[src/rtl/mycpu_pkg.sv]
// Shared IO-unit definitions: register map, FIFO sizing and STATUS layout.
package mycpu_pkg;

  // IO register map, decoded from addr_in[1:0].
  typedef enum logic [1:0] {
    IO_DATA = 2'd0,  // TXDATA on write, RXDATA on read
    IO_STAT = 2'd1,  // STATUS on read, ERRCLR on write
    IO_SCR  = 2'd2,  // SCRATCH read/write
    IO_RSV  = 2'd3   // reserved: reads zero, writes ignored
  } io_addr_t;

  localparam int IO_FIFO_DEPTH = 4;
  localparam int IO_DATA_W     = 16;
  localparam int IO_CNT_W      = 3;

  // STATUS bit positions.
  localparam int ST_TX_FULL    = 0;
  localparam int ST_TX_EMPTY   = 1;
  localparam int ST_RX_FULL    = 2;
  localparam int ST_RX_EMPTY   = 3;
  localparam int ST_TX_OVF     = 4;
  localparam int ST_RX_UNF     = 5;
  localparam int ST_TX_CNT_LSB = 6;
  localparam int ST_RX_CNT_LSB = 9;

  // ERRCLR bit positions in the written data word.
  localparam int CLR_TX_OVF = 4;
  localparam int CLR_RX_UNF = 5;

  // Assemble the STATUS word; unused upper bits stay zero.
  function automatic logic [IO_DATA_W-1:0] pack_status(
    input logic                tx_full,
    input logic                tx_empty,
    input logic                rx_full,
    input logic                rx_empty,
    input logic                tx_ovf,
    input logic                rx_unf,
    input logic [IO_CNT_W-1:0] tx_cnt,
    input logic [IO_CNT_W-1:0] rx_cnt
  );
    logic [IO_DATA_W-1:0] s;
    s = '0;
    s[ST_TX_FULL]                    = tx_full;
    s[ST_TX_EMPTY]                   = tx_empty;
    s[ST_RX_FULL]                    = rx_full;
    s[ST_RX_EMPTY]                   = rx_empty;
    s[ST_TX_OVF]                     = tx_ovf;
    s[ST_RX_UNF]                     = rx_unf;
    s[ST_TX_CNT_LSB +: IO_CNT_W]     = tx_cnt;
    s[ST_RX_CNT_LSB +: IO_CNT_W]     = rx_cnt;
    return s;
  endfunction

endpackage

[src/rtl/io_fifo.sv]
// First-word-fall-through FIFO with occupancy count.
// A push while full is accepted only when a pop happens on the same edge,
// so a full FIFO can stream one-in/one-out. A pop while empty is ignored.
// rdata reads zero whenever the FIFO is empty.
module io_fifo #(
  parameter int DEPTH = 4,
  parameter int WIDTH = 16,
  parameter int CNT_W = $clog2(DEPTH + 1)
) (
  input  logic             clk,
  input  logic             rst_n,
  input  logic             push,
  input  logic             pop,
  input  logic [WIDTH-1:0] wdata,
  output logic [WIDTH-1:0] rdata,
  output logic             full,
  output logic             empty,
  output logic [CNT_W-1:0] count
);

  localparam int PTR_W = (DEPTH > 1) ? $clog2(DEPTH) : 1;

  logic [WIDTH-1:0] mem [DEPTH];
  logic [PTR_W-1:0] wr_ptr;
  logic [PTR_W-1:0] rd_ptr;
  logic             do_push;
  logic             do_pop;

  assign full    = (count == CNT_W'(DEPTH));
  assign empty   = (count == '0);
  assign do_pop  = pop & ~empty;
  assign do_push = push & (~full | do_pop);
  assign rdata   = empty ? '0 : mem[rd_ptr];

  // Storage, pointers (wrapping at DEPTH) and occupancy count.
  always_ff @(posedge clk or negedge rst_n) begin
    if (!rst_n) begin
      wr_ptr <= '0;
      rd_ptr <= '0;
      count  <= '0;
      for (int i = 0; i < DEPTH; i++) mem[i] <= '0;
    end else begin
      if (do_push) begin
        mem[wr_ptr] <= wdata;
        wr_ptr      <= (wr_ptr == PTR_W'(DEPTH - 1)) ? '0 : wr_ptr + PTR_W'(1);
      end
      if (do_pop) begin
        rd_ptr <= (rd_ptr == PTR_W'(DEPTH - 1)) ? '0 : rd_ptr + PTR_W'(1);
      end
      case ({do_push, do_pop})
        2'b10:   count <= count + CNT_W'(1);
        2'b01:   count <= count - CNT_W'(1);
        default: count <= count;
      endcase
    end
  end

endmodule

[src/rtl/io_unit.sv]
// Memory-mapped IO unit: CPU-facing register file with a TX and an RX FIFO.
// Stream handshake (both tx_* and rx_*): a word transfers on the rising clock
// edge where valid and ready are both high; valid does not wait on ready.
module io_unit
  import mycpu_pkg::*;
(
  input  logic                 clk,
  input  logic                 rst_n,
  input  logic                 iom_in,
  input  logic                 wen_in,
  input  logic                 rd_in,
  input  logic [15:0]          addr_in,
  input  logic [IO_DATA_W-1:0] data_in,
  output logic [IO_DATA_W-1:0] io_data_out,
  output logic [IO_DATA_W-1:0] tx_data_out,
  output logic                 tx_valid_out,
  input  logic                 tx_ready_in,
  input  logic [IO_DATA_W-1:0] rx_data_in,
  input  logic                 rx_valid_in,
  output logic                 rx_ready_out
);

  io_addr_t             addr;
  logic                 cpu_wr;
  logic                 cpu_rd;
  logic                 unused_addr_hi;

  logic                 tx_push, tx_pop, tx_full, tx_empty;
  logic [IO_CNT_W-1:0]  tx_count;
  logic                 rx_push, rx_rd, rx_full, rx_empty;
  logic [IO_CNT_W-1:0]  rx_count;
  logic [IO_DATA_W-1:0] rx_head;

  logic                 tx_ovf, rx_unf;
  logic                 tx_ovf_set, rx_unf_set, err_clr;
  logic [IO_DATA_W-1:0] scratch;
  logic [IO_DATA_W-1:0] status;

  assign addr           = io_addr_t'(addr_in[1:0]);
  assign unused_addr_hi = ^addr_in[15:2];
  assign cpu_wr         = iom_in & ~wen_in;
  assign cpu_rd         = iom_in & wen_in & rd_in;

  assign tx_push      = cpu_wr & (addr == IO_DATA);
  assign tx_valid_out = ~tx_empty;
  assign tx_pop       = tx_valid_out & tx_ready_in;

  assign rx_ready_out = ~rx_full;
  assign rx_push      = rx_valid_in & rx_ready_out;
  assign rx_rd        = cpu_rd & (addr == IO_DATA);

  // A write that finds TX full is lost unless the sink frees a slot that edge.
  assign tx_ovf_set = tx_push & tx_full & ~tx_pop;
  assign rx_unf_set = rx_rd & rx_empty;
  assign err_clr    = cpu_wr & (addr == IO_STAT);

  io_fifo #(.DEPTH(IO_FIFO_DEPTH), .WIDTH(IO_DATA_W), .CNT_W(IO_CNT_W)) u_tx_fifo (
    .clk   (clk),
    .rst_n (rst_n),
    .push  (tx_push),
    .pop   (tx_pop),
    .wdata (data_in),
    .rdata (tx_data_out),
    .full  (tx_full),
    .empty (tx_empty),
    .count (tx_count)
  );

  io_fifo #(.DEPTH(IO_FIFO_DEPTH), .WIDTH(IO_DATA_W), .CNT_W(IO_CNT_W)) u_rx_fifo (
    .clk   (clk),
    .rst_n (rst_n),
    .push  (rx_push),
    .pop   (rx_rd),
    .wdata (rx_data_in),
    .rdata (rx_head),
    .full  (rx_full),
    .empty (rx_empty),
    .count (rx_count)
  );

  assign status = pack_status(tx_full, tx_empty, rx_full, rx_empty,
                              tx_ovf, rx_unf, tx_count, rx_count);

  // Sticky error flags (a new error beats a same-cycle clear) and SCRATCH.
  always_ff @(posedge clk or negedge rst_n) begin
    if (!rst_n) begin
      tx_ovf  <= 1'b0;
      rx_unf  <= 1'b0;
      scratch <= '0;
    end else begin
      tx_ovf <= tx_ovf_set | (tx_ovf & ~(err_clr & data_in[CLR_TX_OVF]));
      rx_unf <= rx_unf_set | (rx_unf & ~(err_clr & data_in[CLR_RX_UNF]));
      if (cpu_wr && (addr == IO_SCR)) scratch <= data_in;
    end
  end

  // CPU read mux; zero when no read is active or the target has nothing to return.
  always_comb begin
    io_data_out = '0;
    if (cpu_rd) begin
      case (addr)
        IO_DATA: io_data_out = rx_head;
        IO_STAT: io_data_out = status;
        IO_SCR:  io_data_out = scratch;
        default: io_data_out = '0;
      endcase
    end
  end

endmodule
[config.mk]
export PLATFORM = sky130hd
export DESIGN_NAME = io_unit
export DESIGN_NICKNAME = d
export VERILOG_FILES = /design/src/rtl/mycpu_pkg.sv /design/src/rtl/io_fifo.sv /design/src/rtl/io_unit.sv
export SDC_FILE = /design/constraint.sdc
export NUM_CORES = 1
export LEC_CHECK = 0
export CELL_PAD_IN_SITES_DETAIL_PLACEMENT = 0
export CELL_PAD_IN_SITES_GLOBAL_PLACEMENT = 1
export CORE_MARGIN = 4
export CORE_UTILIZATION = 51
export DETAILED_ROUTE_END_ITERATION = 10
export HOLD_SLACK_MARGIN = 0.02
export PLACE_DENSITY = 0.95
export SLEW_MARGIN = 20
export SYNTH_ARGS = -nofsm -noshare
export SYNTH_HDL_FRONTEND = slang
export SYNTH_HIERARCHICAL = 1
export SYNTH_SLANG_ARGS = --single-unit
[constraint.sdc]
create_clock -name clk -period 6.8 [get_ports clk]
set_clock_uncertainty 0.15 [all_clocks]
set_input_delay 1.02 -clock clk [delete_from_list [all_inputs] [get_ports clk]]
set_output_delay 1.02 -clock clk [all_outputs]
set_load 0.02 [all_outputs]
==> impl_metrics.xml, run 1 <==
<?xml version="1.0" encoding="UTF-8"?>
<metrics>
  <group name="run_status">
    <metric name="outcome" unit="">finished, final reports clean</metric>
  </group>
  <group name="die">
    <metric name="coreArea" unit="um^2">15200</metric>
    <metric name="die_w" unit="um">133</metric>
    <metric name="num_io_pins" unit="">89</metric>
    <metric name="core.rowCount" unit="">45</metric>
    <metric name="fp.dieArea" unit="um^2">17600</metric>
    <metric name="chipHeight" unit="um">133</metric>
    <metric name="initial_cell_density_of_the_core" unit="%">52.2</metric>
  </group>
  <group name="timing">
    <metric name="maxClockFrequency" unit="MHz">203</metric>
    <metric name="finalCritPeriodShare" unit="%">72.4</metric>
    <metric name="rsz0062_at_grt" unit="">false</metric>
    <metric name="fin_max_slew_vios" unit="">0</metric>
    <metric name="slew_headroom" unit="%">31.7</metric>
    <metric name="timing_worst_slew_pin_value" unit="ns">1.02</metric>
    <metric name="setup_viol" unit="">0</metric>
    <metric name="post-route-worst-setup-slack" unit="ns">1.88</metric>
    <metric name="finalCriticalPeriod" unit="ns">4.92</metric>
    <metric name="fin_tns_setup" unit="ns">0</metric>
    <metric name="timing.final.hold_violations" unit="">0</metric>
  </group>
  <group name="placement">
    <metric name="gpl_wtd_cong" unit="">0.736</metric>
    <metric name="dp_hpwl" unit="mm">11.2</metric>
    <metric name="io_buffers" unit="">74</metric>
    <metric name="preCtsSetupSlack" unit="ns">1.92</metric>
    <metric name="dp.cells" unit="">788</metric>
  </group>
  <group name="synth">
    <metric name="syn-instance-count" unit="">551</metric>
    <metric name="seq_area_frac_synth" unit="%">50.5</metric>
    <metric name="synth.ff_latch_count" unit="">160</metric>
    <metric name="syn-cell-area" unit="um^2">7930</metric>
    <metric name="syn_area_per_cell" unit="um^2">14.4</metric>
    <metric name="synth-async-reset-ratio" unit="%">100</metric>
    <metric name="synthFlopType" unit="">sky130_fd_sc_hd__dfrtp_1</metric>
    <metric name="yosysWarningCount" unit="">6</metric>
    <metric name="synth-edff-count" unit="">0</metric>
    <metric name="yosys_cell_types" unit="">46</metric>
    <metric name="synthesis.nets" unit="">619</metric>
  </group>
  <group name="clock_network">
    <metric name="cts.hold.buffers_added" unit="">0</metric>
    <metric name="cts.sink_count" unit="">160</metric>
    <metric name="post_cts.resized_instances" unit="">0</metric>
    <metric name="cts_max_level" unit="">4</metric>
    <metric name="clockBufferDepth" unit="">2</metric>
    <metric name="post_cts_buffers" unit="">0</metric>
    <metric name="cts.root.buffer_cell" unit="">sky130_fd_sc_hd__clkbuf_16</metric>
    <metric name="clock_latency" unit="ns">0.42</metric>
    <metric name="cts_tree" unit="">yes</metric>
    <metric name="numCtsBuffers" unit="">17</metric>
    <metric name="clkSlewWorstSetupHoldPaths" unit="ns">0.06</metric>
  </group>
  <group name="power">
    <metric name="pleak" unit="nW">3.98</metric>
    <metric name="p_per_area" unit="nW/um^2">471</metric>
    <metric name="post-layout-total-power" unit="W">0.00440</metric>
    <metric name="peak_vdd_ir" unit="mV">0.253</metric>
  </group>
  <group name="global_route">
    <metric name="grt_start_max_net_pins" unit="">98</metric>
    <metric name="grtUsageTotal" unit="%">19.9</metric>
    <metric name="gr-total-overflow" unit="">0</metric>
    <metric name="met2_track_demand_over_resource_in_global_routing" unit="%">33.1</metric>
    <metric name="vias_in_the_first_global_route" unit="">5174</metric>
    <metric name="initial_antenna_violation_count" unit="">0</metric>
    <metric name="met3_usage" unit="%">4.56</metric>
    <metric name="most_crowded_layer_gr" unit="">met2</metric>
    <metric name="first_pass_grt_wire_length" unit="mm">27.5</metric>
    <metric name="globalRouteMet1Util" unit="%">25.9</metric>
  </group>
  <group name="cells_and_area">
    <metric name="fillers" unit="">1138</metric>
    <metric name="area_growth_syn_to_layout" unit="%">17.8</metric>
    <metric name="diodes" unit="">0</metric>
    <metric name="mostFrequentLayoutCells" unit="">sky130_fd_sc_hd__dfrtp_1, sky130_fd_sc_hd__mux2_2, sky130_fd_sc_hd__clkdlybuf4s50_1</metric>
    <metric name="drive_above_1_share" unit="%">38.0</metric>
    <metric name="final_nets" unit="">687</metric>
    <metric name="final_cells" unit="">819</metric>
    <metric name="commonest_non_fill_non_tap_cell_in_the_layout" unit="">sky130_fd_sc_hd__dfrtp_1</metric>
  </group>
  <group name="worst_setup_path">
    <metric name="timing.critical_path.fanout_max" unit="">20</metric>
    <metric name="criticalPathCategory" unit="">in2out</metric>
    <metric name="setup.worst_path.start_class" unit="">input port</metric>
    <metric name="setup.worst_path.end_class" unit="">output pin</metric>
    <metric name="worstPathCellList" unit="">clkdlybuf4s50_1, nor2b_1, nand2_1, a21oi_1, clkdlybuf4s50_1</metric>
    <metric name="critical_path_buf_inv_count" unit="">2</metric>
    <metric name="critical-path-slowest-cell" unit="">sky130_fd_sc_hd__clkdlybuf4s50_1</metric>
    <metric name="worst-endpoint-required" unit="ns">5.63</metric>
    <metric name="timing.critical_path.max_delay_family" unit="">buffers and inverters</metric>
    <metric name="worst_path_largest_cell_delay" unit="ns">0.86</metric>
    <metric name="cp_common_cell" unit="">sky130_fd_sc_hd__clkdlybuf4s50_1</metric>
    <metric name="worst_ep_arrival_time" unit="ns">3.75</metric>
  </group>
  <group name="route">
    <metric name="vias_after_detailed_routing" unit="">4694</metric>
    <metric name="drt_pass1_iterations" unit="">4</metric>
    <metric name="drcViolationCount" unit="">0</metric>
    <metric name="detail_route.vias_per_cell" unit="">5.73</metric>
    <metric name="drt.antenna.violating_nets" unit="">0</metric>
    <metric name="drt-wirelength-per-cell" unit="um">20.2</metric>
    <metric name="routed_wirelength" unit="mm">16.5</metric>
    <metric name="drtIter0Drc" unit="">296</metric>
  </group>
  <group name="min_path">
    <metric name="hp-class" unit="">reg2reg</metric>
  </group>
  <group name="flow_run">
    <metric name="timing.max_cap.violations" unit="">0</metric>
  </group>
</metrics>
## final timing paths
path,cells past startpoint,start,to,slack [ns]
worst max-delay path,5,addr_in[0],io_data_out[10],1.88
worst min-delay path,1,u_tx_fifo/mem[18],u_tx_fifo/mem[18],0.35
worst max register to register,11,u_tx_fifo/count[0],u_tx_fifo/count[2],3.49
worst min register to register,1,u_tx_fifo/mem[18],u_tx_fifo/mem[18],0.35
max in group asynchronous,2,rst_n,u_rx_fifo/rd_ptr[0],4.56
min in group asynchronous,1,rst_n,u_tx_fifo/mem[47],0.52
## Yosys cell counts, types with 2 or more instances
cell / n / share of area [%]
sky130_fd_sc_hd__nor4b_4: 2 / 0.60
sky130_fd_sc_hd__a211oi_1: 2 / 0.19
sky130_fd_sc_hd__dfrtp_1: 160 / 50
sky130_fd_sc_hd__buf_6: 9 / 1.3
sky130_fd_sc_hd__nand3_1: 3 / 0.19
sky130_fd_sc_hd__mux2_2: 142 / 20
sky130_fd_sc_hd__nor2_1: 18 / 0.85
sky130_fd_sc_hd__a21oi_1: 8 / 0.50
sky130_fd_sc_hd__mux2_4: 10 / 1.9
sky130_fd_sc_hd__fa_1: 2 / 0.50
sky130_fd_sc_hd__and3_1: 2 / 0.16
sky130_fd_sc_hd__or2_2: 8 / 0.63
sky130_fd_sc_hd__inv_1: 12 / 0.57
sky130_fd_sc_hd__buf_4: 3 / 0.28
sky130_fd_sc_hd__o211ai_1: 2 / 0.19
sky130_fd_sc_hd__nand2_1: 16 / 0.76
sky130_fd_sc_hd__xor2_1: 4 / 0.44
sky130_fd_sc_hd__o21ai_0: 2 / 0.13
sky130_fd_sc_hd__mux2i_1: 16 / 2.0
sky130_fd_sc_hd__nand2b_1: 5 / 0.39
sky130_fd_sc_hd__ha_1: 11 / 1.7
sky130_fd_sc_hd__nor2_2: 8 / 0.63
sky130_fd_sc_hd__mux4_2: 32 / 9.1
sky130_fd_sc_hd__and2b_1: 7 / 0.66
sky130_fd_sc_hd__a2bb2oi_1: 4 / 0.44
sky130_fd_sc_hd__clkbuf_1: 5 / 0.24
sky130_fd_sc_hd__nor2b_1: 30 / 2.4
sky130_fd_sc_hd__buf_2: 9 / 0.57
sky130_fd_sc_hd__nor3_1: 2 / 0.13
## sequential cells by signal, indices dropped and copies added (netlist names)
| register | flops |
|---|---|
| rx_unf | 1 |
| scratch | 16 |
| tx_ovf | 1 |
| u_rx_fifo/count | 3 |
| u_rx_fifo/mem | 64 |
| u_rx_fifo/rd_ptr | 2 |
| u_rx_fifo/wr_ptr | 2 |
| u_tx_fifo/count | 3 |
| u_tx_fifo/mem | 64 |
| u_tx_fifo/rd_ptr | 2 |
| u_tx_fifo/wr_ptr | 2 |
## cell type report
cell class | count | area, um^2 | share of cell area [%]
timing repair buffer | 77 | 764 | 8.19
clock inverter | 4 | 72.6 | 0.777
inverter | 12 | 45.0 | 0.482
multi-input combinational | 351 | 3690 | 39.5
sequential | 160 | 4010 | 42.9
clock buffer | 27 | 523 | 5.60
tap | 188 | 235 | 2.52
## stage by stage
step                util [%]  instance area (um^2)  hold slack, ns
finish                  61.4                  9340           0.352
global route            61.4                  9340           0.361
CTS                     61.4                  9330           0.353
detailed placement      57.5                  8730           0.340
global placement        57.4                  8730           0.333
floorplan                  -                  7930           0.325
## power breakdown
group	internal (W)	switching, W	total (W)
sequential	0.00139	0.000366	0.00176
clock	0.000597	0.000353	0.000951
combinational	0.00105	0.000646	0.00169
## per-layer routing
metal	up-vias	wire, um
met1	2466	7150
met4	0	224
li1	2116	-
met5	-	0
met3	15	726
met2	97	8450
## cells by family (layout without fill, tap and decap cells)
family          count (synthesis)  after routing  synth area share (%)
simple gates                  109            109                  8.30
buf+inv                        40            120                  3.17
mux                           200            200                  33.2
xor+xnor                        5              5                 0.552
compound gates                 24             24                  2.08
flops                         160            160                  50.5
fa+ha+maj                      13             13                  2.24
No activity file was read; power rests on OpenSTA's default activity.
==> run 2: changes to the inputs <==
Settings changed: CORE_UTILIZATION 51 to 42, PLACE_DENSITY 0.95 to 0.87.
Clock period 6.8 ns to 4.5 ns, I/O delays scaled along.
==> run 2 against run 1 <==
Against the previous run:
- combinational power increased by 57%
- core utilization decreased by 9.1 points
- worst setup slack got worse by 1.3 ns
- non-clock buffer count increased by 16
- sequential power increased by 47%
- die area increased by 20%
- critical path depth increased by 1
- via count decreased by 0.28%
- final area increased by 2.4%
- cell count increased by 7.0%
- critical path type is now reg2out
==> impl_metrics.xml, run 2 (synthesis results as in run 1) <==
<?xml version="1.0" encoding="UTF-8"?>
<metrics>
  <group name="run_status">
    <metric name="outcome" unit="">finished, final reports clean</metric>
  </group>
  <group name="timing">
    <metric name="finalCritPeriodShare" unit="%">87.3</metric>
    <metric name="fin_max_slew_vios" unit="">0</metric>
    <metric name="maxClockFrequency" unit="MHz">255</metric>
    <metric name="setup_viol" unit="">0</metric>
    <metric name="fin_tns_setup" unit="ns">0</metric>
    <metric name="timing_worst_slew_pin_value" unit="ns">0.930</metric>
    <metric name="finalCriticalPeriod" unit="ns">3.93</metric>
    <metric name="timing.final.hold_violations" unit="">0</metric>
    <metric name="slew_headroom" unit="%">38.0</metric>
    <metric name="rsz0062_at_grt" unit="">false</metric>
  </group>
  <group name="worst_setup_path">
    <metric name="setup.worst_path.start_class" unit="">register</metric>
    <metric name="setup.worst_path.end_class" unit="">output pin</metric>
    <metric name="worst-endpoint-required" unit="ns">3.67</metric>
    <metric name="depth_of_the_most_critical_reg_to_reg_path" unit="">9</metric>
    <metric name="worst_ep_arrival_time" unit="ns">3.10</metric>
    <metric name="critical-path-slowest-cell" unit="">sky130_fd_sc_hd__dfrtp_1</metric>
    <metric name="timing.critical_path.fanout_max" unit="">18</metric>
    <metric name="worst_path_largest_cell_delay" unit="ns">0.89</metric>
    <metric name="criticalPathCategory" unit="">reg2out</metric>
    <metric name="worstPathCellList" unit="">mux4_2, nor2b_1, mux2i_1, or2_2, a21oi_1, clkdlybuf4s50_1</metric>
  </group>
  <group name="global_route">
    <metric name="vias_in_the_first_global_route" unit="">5206</metric>
    <metric name="grt_start_max_net_pins" unit="">101</metric>
    <metric name="gr-total-overflow" unit="">0</metric>
    <metric name="first_pass_grt_wire_length" unit="mm">27.8</metric>
    <metric name="initial_antenna_violation_count" unit="">0</metric>
    <metric name="grtUsageTotal" unit="%">16.6</metric>
  </group>
  <group name="die">
    <metric name="core.rowCount" unit="">49</metric>
    <metric name="chipHeight" unit="um">145</metric>
    <metric name="die_w" unit="um">145</metric>
    <metric name="coreArea" unit="um^2">18300</metric>
    <metric name="initial_cell_density_of_the_core" unit="%">43.4</metric>
    <metric name="fp.dieArea" unit="um^2">21100</metric>
    <metric name="num_io_pins" unit="">89</metric>
  </group>
  <group name="route">
    <metric name="detail_route.vias_per_cell" unit="">5.34</metric>
    <metric name="met3RoutedLength" unit="um">647</metric>
    <metric name="drtIter0Drc" unit="">288</metric>
    <metric name="drt.antenna.violating_nets" unit="">0</metric>
    <metric name="dr_wl_met2" unit="mm">8.49</metric>
    <metric name="vias_after_detailed_routing" unit="">4681</metric>
    <metric name="drcViolationCount" unit="">0</metric>
    <metric name="routed_wirelength" unit="mm">16.9</metric>
    <metric name="drt_pass1_iterations" unit="">4</metric>
    <metric name="wl_met1" unit="mm">7.33</metric>
    <metric name="drt-wirelength-per-cell" unit="um">19.2</metric>
    <metric name="top_layer" unit="">met4</metric>
  </group>
  <group name="power">
    <metric name="pleak" unit="nW">4.09</metric>
    <metric name="p_per_area" unit="nW/um^2">712</metric>
    <metric name="post-layout-total-power" unit="W">0.00681</metric>
    <metric name="peak_vdd_ir" unit="mV">0.279</metric>
  </group>
  <group name="cells_and_area">
    <metric name="final_cells" unit="">876</metric>
    <metric name="layout_top_registers" unit="">u_rx_fifo/mem: 64 flops, u_tx_fifo/mem: 64 flops, scratch: 16 flops</metric>
    <metric name="diodes" unit="">0</metric>
    <metric name="mostFrequentLayoutCells" unit="">sky130_fd_sc_hd__dfrtp_1, sky130_fd_sc_hd__mux2_2, sky130_fd_sc_hd__clkdlybuf4s50_1</metric>
    <metric name="area_growth_syn_to_layout" unit="%">20.6</metric>
    <metric name="drive_above_1_share" unit="%">39.9</metric>
    <metric name="commonest_non_fill_non_tap_cell_in_the_layout" unit="">sky130_fd_sc_hd__dfrtp_1</metric>
    <metric name="final_nets" unit="">703</metric>
    <metric name="fillers" unit="">1470</metric>
  </group>
  <group name="clock_network">
    <metric name="post_cts_buffers" unit="">0</metric>
    <metric name="cts_tree" unit="">yes</metric>
    <metric name="clock_latency" unit="ns">0.42</metric>
    <metric name="cts.sink_count" unit="">160</metric>
    <metric name="clkSlewWorstSetupHoldPaths" unit="ns">0.06</metric>
    <metric name="cts.root.buffer_cell" unit="">sky130_fd_sc_hd__clkbuf_16</metric>
    <metric name="cts_max_level" unit="">4</metric>
    <metric name="post_cts.resized_instances" unit="">0</metric>
    <metric name="clockBufferDepth" unit="">2</metric>
    <metric name="numCtsBuffers" unit="">17</metric>
    <metric name="cts.hold.buffers_added" unit="">0</metric>
  </group>
  <group name="placement">
    <metric name="gpl_wtd_cong" unit="">0.789</metric>
    <metric name="dp_hpwl" unit="mm">11.7</metric>
    <metric name="io_buffers" unit="">74</metric>
    <metric name="dp.cells" unit="">845</metric>
  </group>
  <group name="flow_run">
    <metric name="timing.max_cap.violations" unit="">0</metric>
  </group>
  <group name="min_path">
    <metric name="hp-class" unit="">in2async</metric>
  </group>
</metrics>
## run 2: power by group
| part | total, W | internal (W) | switching, W |
|---|---|---|---|
| registers | 0.00258 | 0.00210 | 0.000479 |
| clock network | 0.00157 | 0.00102 | 0.000553 |
| logic | 0.00266 | 0.00161 | 0.00105 |
## run 2: cell type report
class / instances / area, um^2 / share of cell area [%]
flip-flops and latches: 160 / 4000 / 41.9
multi-input cells: 351 / 3680 / 38.5
repair buffers: 93 / 885 / 9.25
clock buffers: 23 / 508 / 5.31
well taps: 229 / 287 / 3.00
clock inverters: 8 / 149 / 1.56
inverters: 12 / 45.0 / 0.471
## run 2: metrics by stage
| step | util (%) | setup slack (ns) | hold WS [ns] | area [um^2] |
|---|---|---|---|---|
| final | 52.3 | 0.571 | 0.177 | 9560 |
| after global routing | 52.3 | 0.469 | 0.289 | 9560 |
| after CTS | 52.3 | 0.548 | 0.247 | 9560 |
| after detailed placement | 48.7 | 0.862 | 0.341 | 8900 |
| after global placement | 48.7 | 0.887 | 0.334 | 8900 |
| after floorplan | - | 1.14 | 0.229 | 7930 |
## run 2: critical path, delay by kind of cell (launching register included)
kind            cells  cell delay, ns
flops               1            0.89
buf+inv             1            0.67
compound gates      1            0.26
simple gates        2            0.43
mux                 2            0.44
## run 2: routing by layer
| metal | global-route usage [%] | up-vias |
|---|---|---|
| met5 | 0 | - |
| met4 | 6.27 | 0 |
| met3 | 3.24 | 22 |
| met2 | 28.3 | 92 |
| met1 | 21.0 | 2425 |
| li1 | - | 2142 |
## run 2: worst paths after layout
kind                                startpoint                  to  slack, ns
setup reg to reg            u_rx_fifo/count[1]  u_rx_fifo/count[1]       1.65
hold / removal                           rst_n   u_tx_fifo/mem[15]       0.18
min in group clk             u_rx_fifo/mem[25]   u_rx_fifo/mem[25]       0.35
setup / recovery           u_rx_fifo/rd_ptr[1]      io_data_out[8]       0.57
hold reg to reg              u_rx_fifo/mem[25]   u_rx_fifo/mem[25]       0.35
max in group asynchronous                rst_n   u_tx_fifo/mem[61]       2.94
